[src/rtl/cfg_loader_pkg.sv]
// Shared definitions for the configuration chain loader: FSM state encoding
// and the word-count helpers derived from CHAIN_LEN and WORD_W.
package cfg_loader_pkg;

  localparam int unsigned StateW = 3;

  localparam logic [StateW-1:0] StIdleEnc  = 3'd0;
  localparam logic [StateW-1:0] StLoadEnc  = 3'd1;
  localparam logic [StateW-1:0] StShiftEnc = 3'd2;
  localparam logic [StateW-1:0] StSetEnc   = 3'd3;
  localparam logic [StateW-1:0] StDoneEnc  = 3'd4;

  typedef enum logic [StateW-1:0] {
    StIdle  = StIdleEnc,
    StLoad  = StLoadEnc,
    StShift = StShiftEnc,
    StSet   = StSetEnc,
    StDone  = StDoneEnc
  } state_e;

  // Number of host words needed to cover the whole chain.
  function automatic int unsigned num_words(input int unsigned chain_len,
                                            input int unsigned word_w);
    return (chain_len + word_w - 1) / word_w;
  endfunction

  // Bits actually shifted from the final word (a full word when it divides evenly).
  function automatic int unsigned last_word_bits(input int unsigned chain_len,
                                                 input int unsigned word_w);
    return ((chain_len % word_w) == 0) ? word_w : (chain_len % word_w);
  endfunction

endpackage

[src/rtl/config_chain_loader_if.sv]
// Host bitstream word handshake between the front end and the chain loader.
interface config_chain_loader_if #(
  parameter int unsigned WORD_W = 32
) ();

  logic              word_valid;
  logic              word_ready;
  logic [WORD_W-1:0] word_data;

  modport master (
    output word_valid,
    output word_data,
    input  word_ready
  );

  modport slave (
    input  word_valid,
    input  word_data,
    output word_ready
  );

endinterface

[src/rtl/cfg_piso.sv]
// Parallel-load, shift-right register; bit 0 is the serial output and zeros
// are shifted in from the top. clr has priority over load, load over shift.
module cfg_piso #(
  parameter int unsigned WORD_W = 32
) (
  input  logic              clk,
  input  logic              rst,
  input  logic              clr,
  input  logic              load,
  input  logic              shift,
  input  logic [WORD_W-1:0] data,
  output logic              serial_out
);

  logic [WORD_W-1:0] data_q;

  // Serializer register.
  always_ff @(posedge clk) begin
    if (rst || clr) begin
      data_q <= '0;
    end else if (load) begin
      data_q <= data;
    end else if (shift) begin
      data_q <= data_q >> 1;
    end
  end

  assign serial_out = data_q[0];

endmodule

[src/rtl/config_chain_loader.sv]
// Configuration chain loader: takes bitstream words from the host, shifts them
// LSB-first onto the tile config chain, then pulses the commit strobe.
// Optional readback of the returned chain data is enabled by defining
// CFG_LOADER_READBACK_EN.
module config_chain_loader
  import cfg_loader_pkg::*;
#(
  parameter int unsigned WORD_W    = 32,
  parameter int unsigned CHAIN_LEN = 1024,
  parameter int unsigned CNT_W     = $clog2(CHAIN_LEN + 1)
) (
  input  logic                  clk,
  input  logic                  rst,
  input  logic                  start,
  config_chain_loader_if.slave  word_if,
  output logic                  busy,
  output logic                  done,
  output logic                  cfg_cen,
  output logic                  cfg_shift_out,
  input  logic                  cfg_shift_in,
  output logic                  cfg_set,
  output logic                  rb_valid,
  output logic [WORD_W-1:0]     rb_data
);

  localparam int unsigned NumWords = num_words(CHAIN_LEN, WORD_W);
  localparam int unsigned LastBits = last_word_bits(CHAIN_LEN, WORD_W);
  localparam int unsigned WbW      = $clog2(WORD_W + 1);
  localparam int unsigned NwW      = $clog2(NumWords + 1);

  state_e           state_q, state_d;
  logic [CNT_W-1:0] rem_q, rem_d;
  logic [NwW-1:0]   words_left_q, words_left_d;
  logic [WbW-1:0]   word_left_q, word_left_d;

  logic piso_load, piso_shift, piso_clr;

  logic busy_q, done_q, cen_q, set_q, word_ready_q;

  // Next-state and datapath control.
  always_comb begin
    state_d      = state_q;
    rem_d        = rem_q;
    words_left_d = words_left_q;
    word_left_d  = word_left_q;
    piso_load    = 1'b0;
    piso_shift   = 1'b0;
    piso_clr     = 1'b0;
    unique case (state_q)
      StIdle: begin
        if (start) begin
          state_d      = StLoad;
          rem_d        = CNT_W'(CHAIN_LEN);
          words_left_d = NwW'(NumWords);
        end
      end
      StLoad: begin
        if (word_if.word_valid) begin
          piso_load    = 1'b1;
          word_left_d  = (words_left_q == NwW'(1)) ? WbW'(LastBits) : WbW'(WORD_W);
          words_left_d = words_left_q - NwW'(1);
          state_d      = StShift;
        end
      end
      StShift: begin
        piso_shift  = 1'b1;
        rem_d       = rem_q - CNT_W'(1);
        word_left_d = word_left_q - WbW'(1);
        if (word_left_q == WbW'(1)) begin
          if (rem_q == CNT_W'(1)) begin
            state_d  = StSet;
            // Drop unused upper bits of a partial last word so the line idles at 0.
            piso_clr = 1'b1;
          end else begin
            state_d = StLoad;
          end
        end
      end
      StSet:   state_d = StDone;
      StDone:  state_d = StIdle;
      default: state_d = StIdle;
    endcase
  end

  // State, counters and registered outputs decoded from the next state.
  always_ff @(posedge clk) begin
    if (rst) begin
      state_q      <= StIdle;
      rem_q        <= '0;
      words_left_q <= '0;
      word_left_q  <= '0;
      busy_q       <= 1'b0;
      done_q       <= 1'b0;
      cen_q        <= 1'b0;
      set_q        <= 1'b0;
      word_ready_q <= 1'b0;
    end else begin
      state_q      <= state_d;
      rem_q        <= rem_d;
      words_left_q <= words_left_d;
      word_left_q  <= word_left_d;
      busy_q       <= (state_d != StIdle);
      done_q       <= (state_d == StDone);
      cen_q        <= (state_d == StShift);
      set_q        <= (state_d == StSet);
      word_ready_q <= (state_d == StLoad);
    end
  end

  cfg_piso #(
    .WORD_W (WORD_W)
  ) u_piso (
    .clk        (clk),
    .rst        (rst),
    .clr        (piso_clr),
    .load       (piso_load),
    .shift      (piso_shift),
    .data       (word_if.word_data),
    .serial_out (cfg_shift_out)
  );

  assign word_if.word_ready = word_ready_q;
  assign busy               = busy_q;
  assign done               = done_q;
  assign cfg_cen            = cen_q;
  assign cfg_set            = set_q;

`ifdef CFG_LOADER_READBACK_EN
  localparam int unsigned IdxW = (WORD_W > 1) ? $clog2(WORD_W) : 1;

  logic [WORD_W-1:0] rb_acc_q, rb_acc_d;
  logic [IdxW-1:0]   rb_idx_q;
  logic              rb_valid_q;
  logic [WORD_W-1:0] rb_data_q;

  // Accumulator with the bit returned this shift cycle inserted.
  always_comb begin
    rb_acc_d           = rb_acc_q;
    rb_acc_d[rb_idx_q] = cfg_shift_in;
  end

  // Collect returned bits LSB-first; publish one word per host word shifted.
  always_ff @(posedge clk) begin
    if (rst) begin
      rb_acc_q   <= '0;
      rb_idx_q   <= '0;
      rb_valid_q <= 1'b0;
      rb_data_q  <= '0;
    end else begin
      rb_valid_q <= 1'b0;
      rb_data_q  <= '0;
      if (piso_load) begin
        rb_acc_q <= '0;
        rb_idx_q <= '0;
      end else if (piso_shift) begin
        rb_acc_q <= rb_acc_d;
        rb_idx_q <= rb_idx_q + IdxW'(1);
        if (word_left_q == WbW'(1)) begin
          rb_valid_q <= 1'b1;
          rb_data_q  <= rb_acc_d;
        end
      end
    end
  end

  assign rb_valid = rb_valid_q;
  assign rb_data  = rb_data_q;
`else
  logic unused_shift_in;
  assign unused_shift_in = cfg_shift_in;
  assign rb_valid        = 1'b0;
  assign rb_data         = '0;
`endif

endmodule

[src/flat_wrapper.sv]
// flat-port wrapper written by rule: the top's interface ports become plain ports
module config_chain_loader_flat import cfg_loader_pkg::*;
#(
  parameter int unsigned WORD_W    = 32,
  parameter int unsigned CHAIN_LEN = 1024,
  parameter int unsigned CNT_W     = $clog2(CHAIN_LEN + 1)
)
  (clk, rst, start, busy, done, cfg_cen, cfg_shift_out, cfg_shift_in, cfg_set, rb_valid, rb_data, word_if_word_valid, word_if_word_data, word_if_word_ready);
  config_chain_loader_if #(.WORD_W(WORD_W)) word_if_i ();
  input  logic clk;
  input  logic rst;
  input  logic start;
  output logic busy;
  output logic done;
  output logic cfg_cen;
  output logic cfg_shift_out;
  input  logic cfg_shift_in;
  output logic cfg_set;
  output logic rb_valid;
  output logic [WORD_W-1:0] rb_data;
  input wire logic [$bits(word_if_i.word_valid)-1:0] word_if_word_valid;
  input wire logic [$bits(word_if_i.word_data)-1:0] word_if_word_data;
  output wire logic [$bits(word_if_i.word_ready)-1:0] word_if_word_ready;
  assign word_if_i.word_valid = word_if_word_valid;
  assign word_if_i.word_data = word_if_word_data;
  assign word_if_word_ready = word_if_i.word_ready;
  config_chain_loader #(.WORD_W(WORD_W), .CHAIN_LEN(CHAIN_LEN), .CNT_W(CNT_W)) u_core (.clk(clk), .rst(rst), .start(start), .word_if(word_if_i), .busy(busy), .done(done), .cfg_cen(cfg_cen), .cfg_shift_out(cfg_shift_out), .cfg_shift_in(cfg_shift_in), .cfg_set(cfg_set), .rb_valid(rb_valid), .rb_data(rb_data));
endmodule
[config.mk]
export PLATFORM = sky130hd
export DESIGN_NAME = config_chain_loader_flat
export DESIGN_NICKNAME = d
export VERILOG_FILES = /design/src/rtl/cfg_loader_pkg.sv /design/src/rtl/config_chain_loader_if.sv /design/src/rtl/cfg_piso.sv /design/src/rtl/config_chain_loader.sv /design/src/flat_wrapper.sv
export SDC_FILE = /design/constraint.sdc
export NUM_CORES = 1
export LEC_CHECK = 0
export CAP_MARGIN = 15
export CORE_ASPECT_RATIO = 1.1
export CORE_MARGIN = 2
export CORE_UTILIZATION = 30
export CTS_BUF_LIST = sky130_fd_sc_hd__clkbuf_4 sky130_fd_sc_hd__clkbuf_8 sky130_fd_sc_hd__clkbuf_16
export DETAILED_ROUTE_END_ITERATION = 6
export PLACE_DENSITY = 0.55
export REMOVE_ABC_BUFFERS = 1
export SETUP_SLACK_MARGIN = 0.15
export SLEW_MARGIN = 5
export SYNTH_ARGS = -nofsm -noshare
export SYNTH_HDL_FRONTEND = slang
export SYNTH_SLANG_ARGS = --single-unit
[constraint.sdc]
create_clock -name clk -period 1.5 [get_ports clk]
set_input_delay 0.45 -clock clk [delete_from_list [all_inputs] [get_ports clk]]
set_output_delay 0.45 -clock clk [all_outputs]
set_load 0.05 [all_outputs]
# Yosys cells after proc, flatten, opt, wreduce, memory -nomap -nowiden
# Cells that the tools add are included.
# classes
eq_ne	11
n_mux	17
n_reduce_logical	8
addsub	2
# ops
cell	n
$mux W32	2
$pmux W11 S2	1
$eq A3 B2 Y1 const B	4
$pmux W3 S4	1
$pmux W6 S2	1
$eq A11 B1 Y1 const B	1
$mux W11	1
$sub A11 B1 Y11 const B	1
$mux W3	3
$eq A3 B1 Y1 const B	2
$eq A6 B1 Y1 const B	1
$mux W1	6
$mux W6	1
$reduce_bool A2 Y1	3
$sub A6 B1 Y6 const B	1
$ne A2 B2 Y1 const B	2
$reduce_and A2 Y1	2
$eq A3 B3 Y1 const B	1
$logic_not A3 Y1	1
$reduce_bool A3 Y1	1
$mux W2	1
$logic_or A1 B1 Y1	1
# word_totals
regBits	57
output_inout_bits	39

# Logic depth before layout (Yosys ltp)
# depth
ltp_word	5
depth_mapped	7
depth_no_buf	6

# Modules after synthesis
# From an unflattened synthesis, not the netlist that was laid out.
# hier_totals
hier_cells	313
hier_area_um2	3180.6
# by_module_without_submodules
mod	cells_per_inst	area_per_inst_um2	n_inst
cfg_piso	143	1719.1	1
config_chain_loader	170	1461.4	1

# Worst setup path after synthesis
# Ideal clock, no wire load.
# synth_path
path_type	reg-to-reg
startpoint	register u_core.state_q[2]
endpoint	register u_core.word_left_q[3]
arrival_ps	1600
setup_time_ps	65
setup_slack_ps	-165
stages_incl_launch_ff	7
cell_sequence	dfxtp_1 > buf_2 > or3b_1 > clkbuf_1 > nor4_1 > mux2_2 > nor2_1
# synth_between
elab_chain_cells	3
word_cells_on_any_way	6
cone_classes	eq/ne (3); mux (1); reduce/logical (2)
# synth_lines
element	line	rtl
start, declared	config_chain_loader.sv:31	state_e state_q, state_d;
start signal, assigned	config_chain_loader.sv:88	state_q <= StIdle;
start signal, assigned	config_chain_loader.sv:98	state_q <= state_d;
$eq A3 B1 Y1 / $eq A3 B2 Y1 (equally long branches)	config_chain_loader.sv:49	unique case (state_q)
$ne A2 B2 Y1 (no line) / $reduce_bool A2 Y1 (equally long branches)	--	
$reduce_and A2 Y1 (no line)	--	
end signal, assigned	config_chain_loader.sv:101	word_left_q <= word_left_d;
end, declared	config_chain_loader.sv:34	logic [WbW-1:0] word_left_q, word_left_d;
# Parallel ways exist; a longest one is shown, timed or not.
# A chain may end at the register's enable or synchronous reset.

# Final worst setup path
# layout_path
startpoint	register u_core.rem_q[1]
endpoint	register u_core.u_piso.data_q[27]
# layout_between
elab_chain_cells	5
# layout_lines
element	line	rtl
start, declared	config_chain_loader.sv:32	logic [CNT_W-1:0] rem_q, rem_d;
start signal, assigned	config_chain_loader.sv:99	rem_q <= rem_d;
$eq A11 B1 Y1	config_chain_loader.sv:70	if (rem_q == CNT_W'(1)) begin
$mux W1	config_chain_loader.sv:70	
$mux W1	config_chain_loader.sv:69	if (word_left_q == WbW'(1)) begin
$mux W1	config_chain_loader.sv:49	
$logic_or A1 B1 Y1	cfg_piso.sv:19	if (rst || clr) begin
end signal, assigned	cfg_piso.sv:22	data_q <= data;
end signal, assigned	cfg_piso.sv:24	data_q <= data_q >> 1;
end, declared	cfg_piso.sv:15	logic [WORD_W-1:0] data_q;
# No other way between the ends.

==> impl_results.md <==
* Clock root buffer: clkbuf_8
* Mapped Cells at ~320
* Vias at roughly 2.7k
* Most used DFF post-synth: dfxtp_1
* Synth async-reset ratio at 0%
* Initial core utilization at 30.7%
* EDFF count, synth at 0
* Worst-path clk slew at 0.06 ns
* Final hold vios at 0
* Tmin final at 1.58 ns
* Clock Sinks at 57
* Top-area cell type share of the netlist area at between 40% and 50%
* TritonCTS buffer count at 9
* Non-Filler Instances at 541
* Slew Limit Fails at 0
* Post-Route WL at 8220 um
* Worst min path class: flop to flop
* Critical path buffer and inverter count at 2
* Arr. time, crit path at 1.80 ns
* Top cells by area, synth: dfxtp_1 (42%), buf_4 (9.1%), a22oi_1 (8.3%)
* CTS Hold Bufs at 0
* Number of max-cap violations at 0
* Status: complete, but fails checks
* Worst Hold End: u_core.u_piso.data_q[16]
* Largest net degree at the start of global routing at 20
* Area Overhead vs Synth at 71.8%
* Worst path required time at 1.72 ns
* Hold path depth at 2
* Crit-path cells: inv_2 > ha_4 > nor4b_4 > and3_4 > a41o_4 > clkbuf_16 > a21oi_1
* Clk_skew at 0.0117 ns
* CTS tree: done
* Diode count at 0
* Commonest cells post-synth: dfxtp_1 (57), nand2_1 (44), a21oi_1 (43)
* Chip Height at 104 um
* Global route overflow at 0
* Wire length per cell at 15.2 um
* Dominant cell type by area after synthesis: dfxtp_1
* Most frequent cell after synthesis: dfxtp_1
* Ports at 76
* Worst reg2reg setup slack at -0.08 ns
* Worst-case clock buffer depth at 2
* Crit path capture type: flop
* WS Path Type: flop to flop
* IO Port Bufs at 41
* Die area at 9810 sq um
* Final core area utilization at 52.7%
* PD cells at approximately 940 nW/um^2
* Worst Tran Pin Value at 0.517 ns
* LEAKAGE at 1.76 nW
* Inst Count DP at 496
* CP peak stage delay at 0.32 ns
* Register bit total from synthesis at 57
* Top delay family on crit path: simple AND/OR/NAND/NOR gates
* Vias in the first global route at 2464
* RSZ-0062 raised after global routing: true
* Post-DP Area at 3490 sq um
* Netlist cell types at 42
* DP Worst Slack at -0.510 ns
* Worst Path Max Fanout at 7
* Fin worst setup slack at -0.0792 ns
* Slowest-stage cell, CP: dfxtp_2
* Die Wd at 94.6 um
* Post-DR vias/cell at a little under 5
* Worst VDD drop at 0.477 mV
* Failing checks: setup timing
* Synth Area per Inst at 8.41 sq um
* First drt pass iteration count at 4
* Placer Congestion at 0.815
* DR iter-0 viols at 78
* Fmax at 0.633 GHz
* Worst hold margin at 0.453 ns
* Mapped Area at approximately 2700 sq um
* HPWL after detailed placement at 4430 um
* Fraction of layout cells with a size suffix above 1 at approximately two fifths
* Slew headroom at between 60% and 70%
* Seq/Total Area, Yosys at between 40 and 50%
* Critical path launch point type: flop
* Setup TNS at -2.08 ns
* Tot Pwr at 4.36 mW
* DRC Markers at 0
* Yosys warns at 0
* Period Utilization, post-route at 105%
* Initial antenna violation count at 0
* Final setup fails at 41
* R2r startpoint: u_core.rem_q[1]
* Clock Latency Late Sink at 0.33 ns
* DRT antenna net count at 0
* First-pass GRT wire length at around 12000 um
* Reg-to-Reg End: u_core.u_piso.data_q[27]
* Row Count at 36
* Nets at 464
* Total Routing Usage GR at 15.2%
* Hold path startpoint: u_core.u_piso.data_q[16]
* Cell area after layout at around 4700 sq um
* Reg2Reg Depth at 7
* Placeable Area at about 9000 sq um
* H-Tree Depth at 3
[worst min-delay path: stages, from the launching register on]
cell and delay [ns]:
dfxtp_1 0.31, nand2_1 0.05, a21oi_1 0.05
[sequential cells by signal, summed over array words and instances (netlist names)]
register / cells
u_core.busy: 1
u_core.cfg_cen: 1
u_core.cfg_set: 1
u_core.done: 1
u_core.rem_q: 11
u_core.state_q: 3
u_core.u_piso.data_q: 32
u_core.word_if.word_ready: 1
u_core.word_left_q: 6
[worst max-delay path by stage]
stage | from | end | slack, ns | cells after the start
global placement | word_if_word_valid | u_core.u_piso.data_q[4] | -0.48 | 5
floorplan | u_core.state_q[0] | u_core.u_piso.data_q[31] | -3.09 | 4
finish | u_core.rem_q[1] | u_core.u_piso.data_q[27] | -0.08 | 7
global route | u_core.rem_q[1] | u_core.u_piso.data_q[14] | -0.15 | 7
CTS | u_core.state_q[0] | u_core.u_piso.data_q[8] | -0.05 | 6
detailed placement | word_if_word_valid | u_core.u_piso.data_q[2] | -0.51 | 5
[layout make-up]
cell class	count	area, sq um
clock inverter	2	35.0
multi-input combinational	234	1730
sequential	57	1150
tap	114	143
inverter	6	22.5
fill	791	4180
clock buffer	13	179
timing repair buffer	115	1400
[logic make-up after synthesis]
group | Yosys count | synth area share (%)
buffers and inverters | 63 | 13.6
muxes | 4 | 1.66
other | 1 | 0.138
DFF | 57 | 42.1
adders and majority gates | 4 | 1.85
AOI/OAI and AO/OA | 90 | 21.1
and+or+nand+nor | 103 | 19.5
[repair_timing]
| item | in CTS | in global routing |
|---|---|---|
| resized for setup | 64 | 72 |
| pin swaps | 23 | 23 |
| setup buffers | 10 | 9 |
| cloned | 4 | 7 |
| setup endpoints to repair | 54 | 55 |
[power breakdown]
part,internal (mW),leakage [nW],switching (mW)
Combinational,0.563,1.19,0.616
Sequential,1.59,0.466,0.0578
Clock,0.937,0.112,0.596
[per-layer routing]
| metal | vias to the layer above | part of all wire [%] | global-route usage (%) | wire length (um) |
|---|---|---|---|---|
| li1 | 1289 | - | - | - |
| met1 | 1296 | 41 | 19.4 | 3390 |
| met2 | 77 | 53 | 24.5 | 4380 |
| met3 | 9 | 4.4 | 4.00 | 361 |
| met4 | 0 | 0.99 | 5.07 | 81 |
| met5 | - | 0 | 0 | 0 |
[layout by cell type, fill, tap and decap left out, types with 5 or more instances in the layout]
| cell | netlist | routed |
|---|---|---|
| dfxtp_1 | 57 | 51 |
| nand2_1 | 44 | 39 |
| buf_4 | 33 | 36 |
| conb_1 | 1 | 33 |
| clkdlybuf4s50_1 | 0 | 32 |
| a22oi_1 | 30 | 30 |
| a21oi_2 | 0 | 28 |
| buf_6 | 0 | 19 |
| nor2_1 | 22 | 17 |
| a21oi_1 | 43 | 14 |
| clkbuf_8 | 0 | 13 |
| buf_12 | 0 | 13 |
| clkbuf_16 | 0 | 6 |
| nor3_1 | 5 | 5 |
No activity file was read; power rests on OpenSTA's default activity.
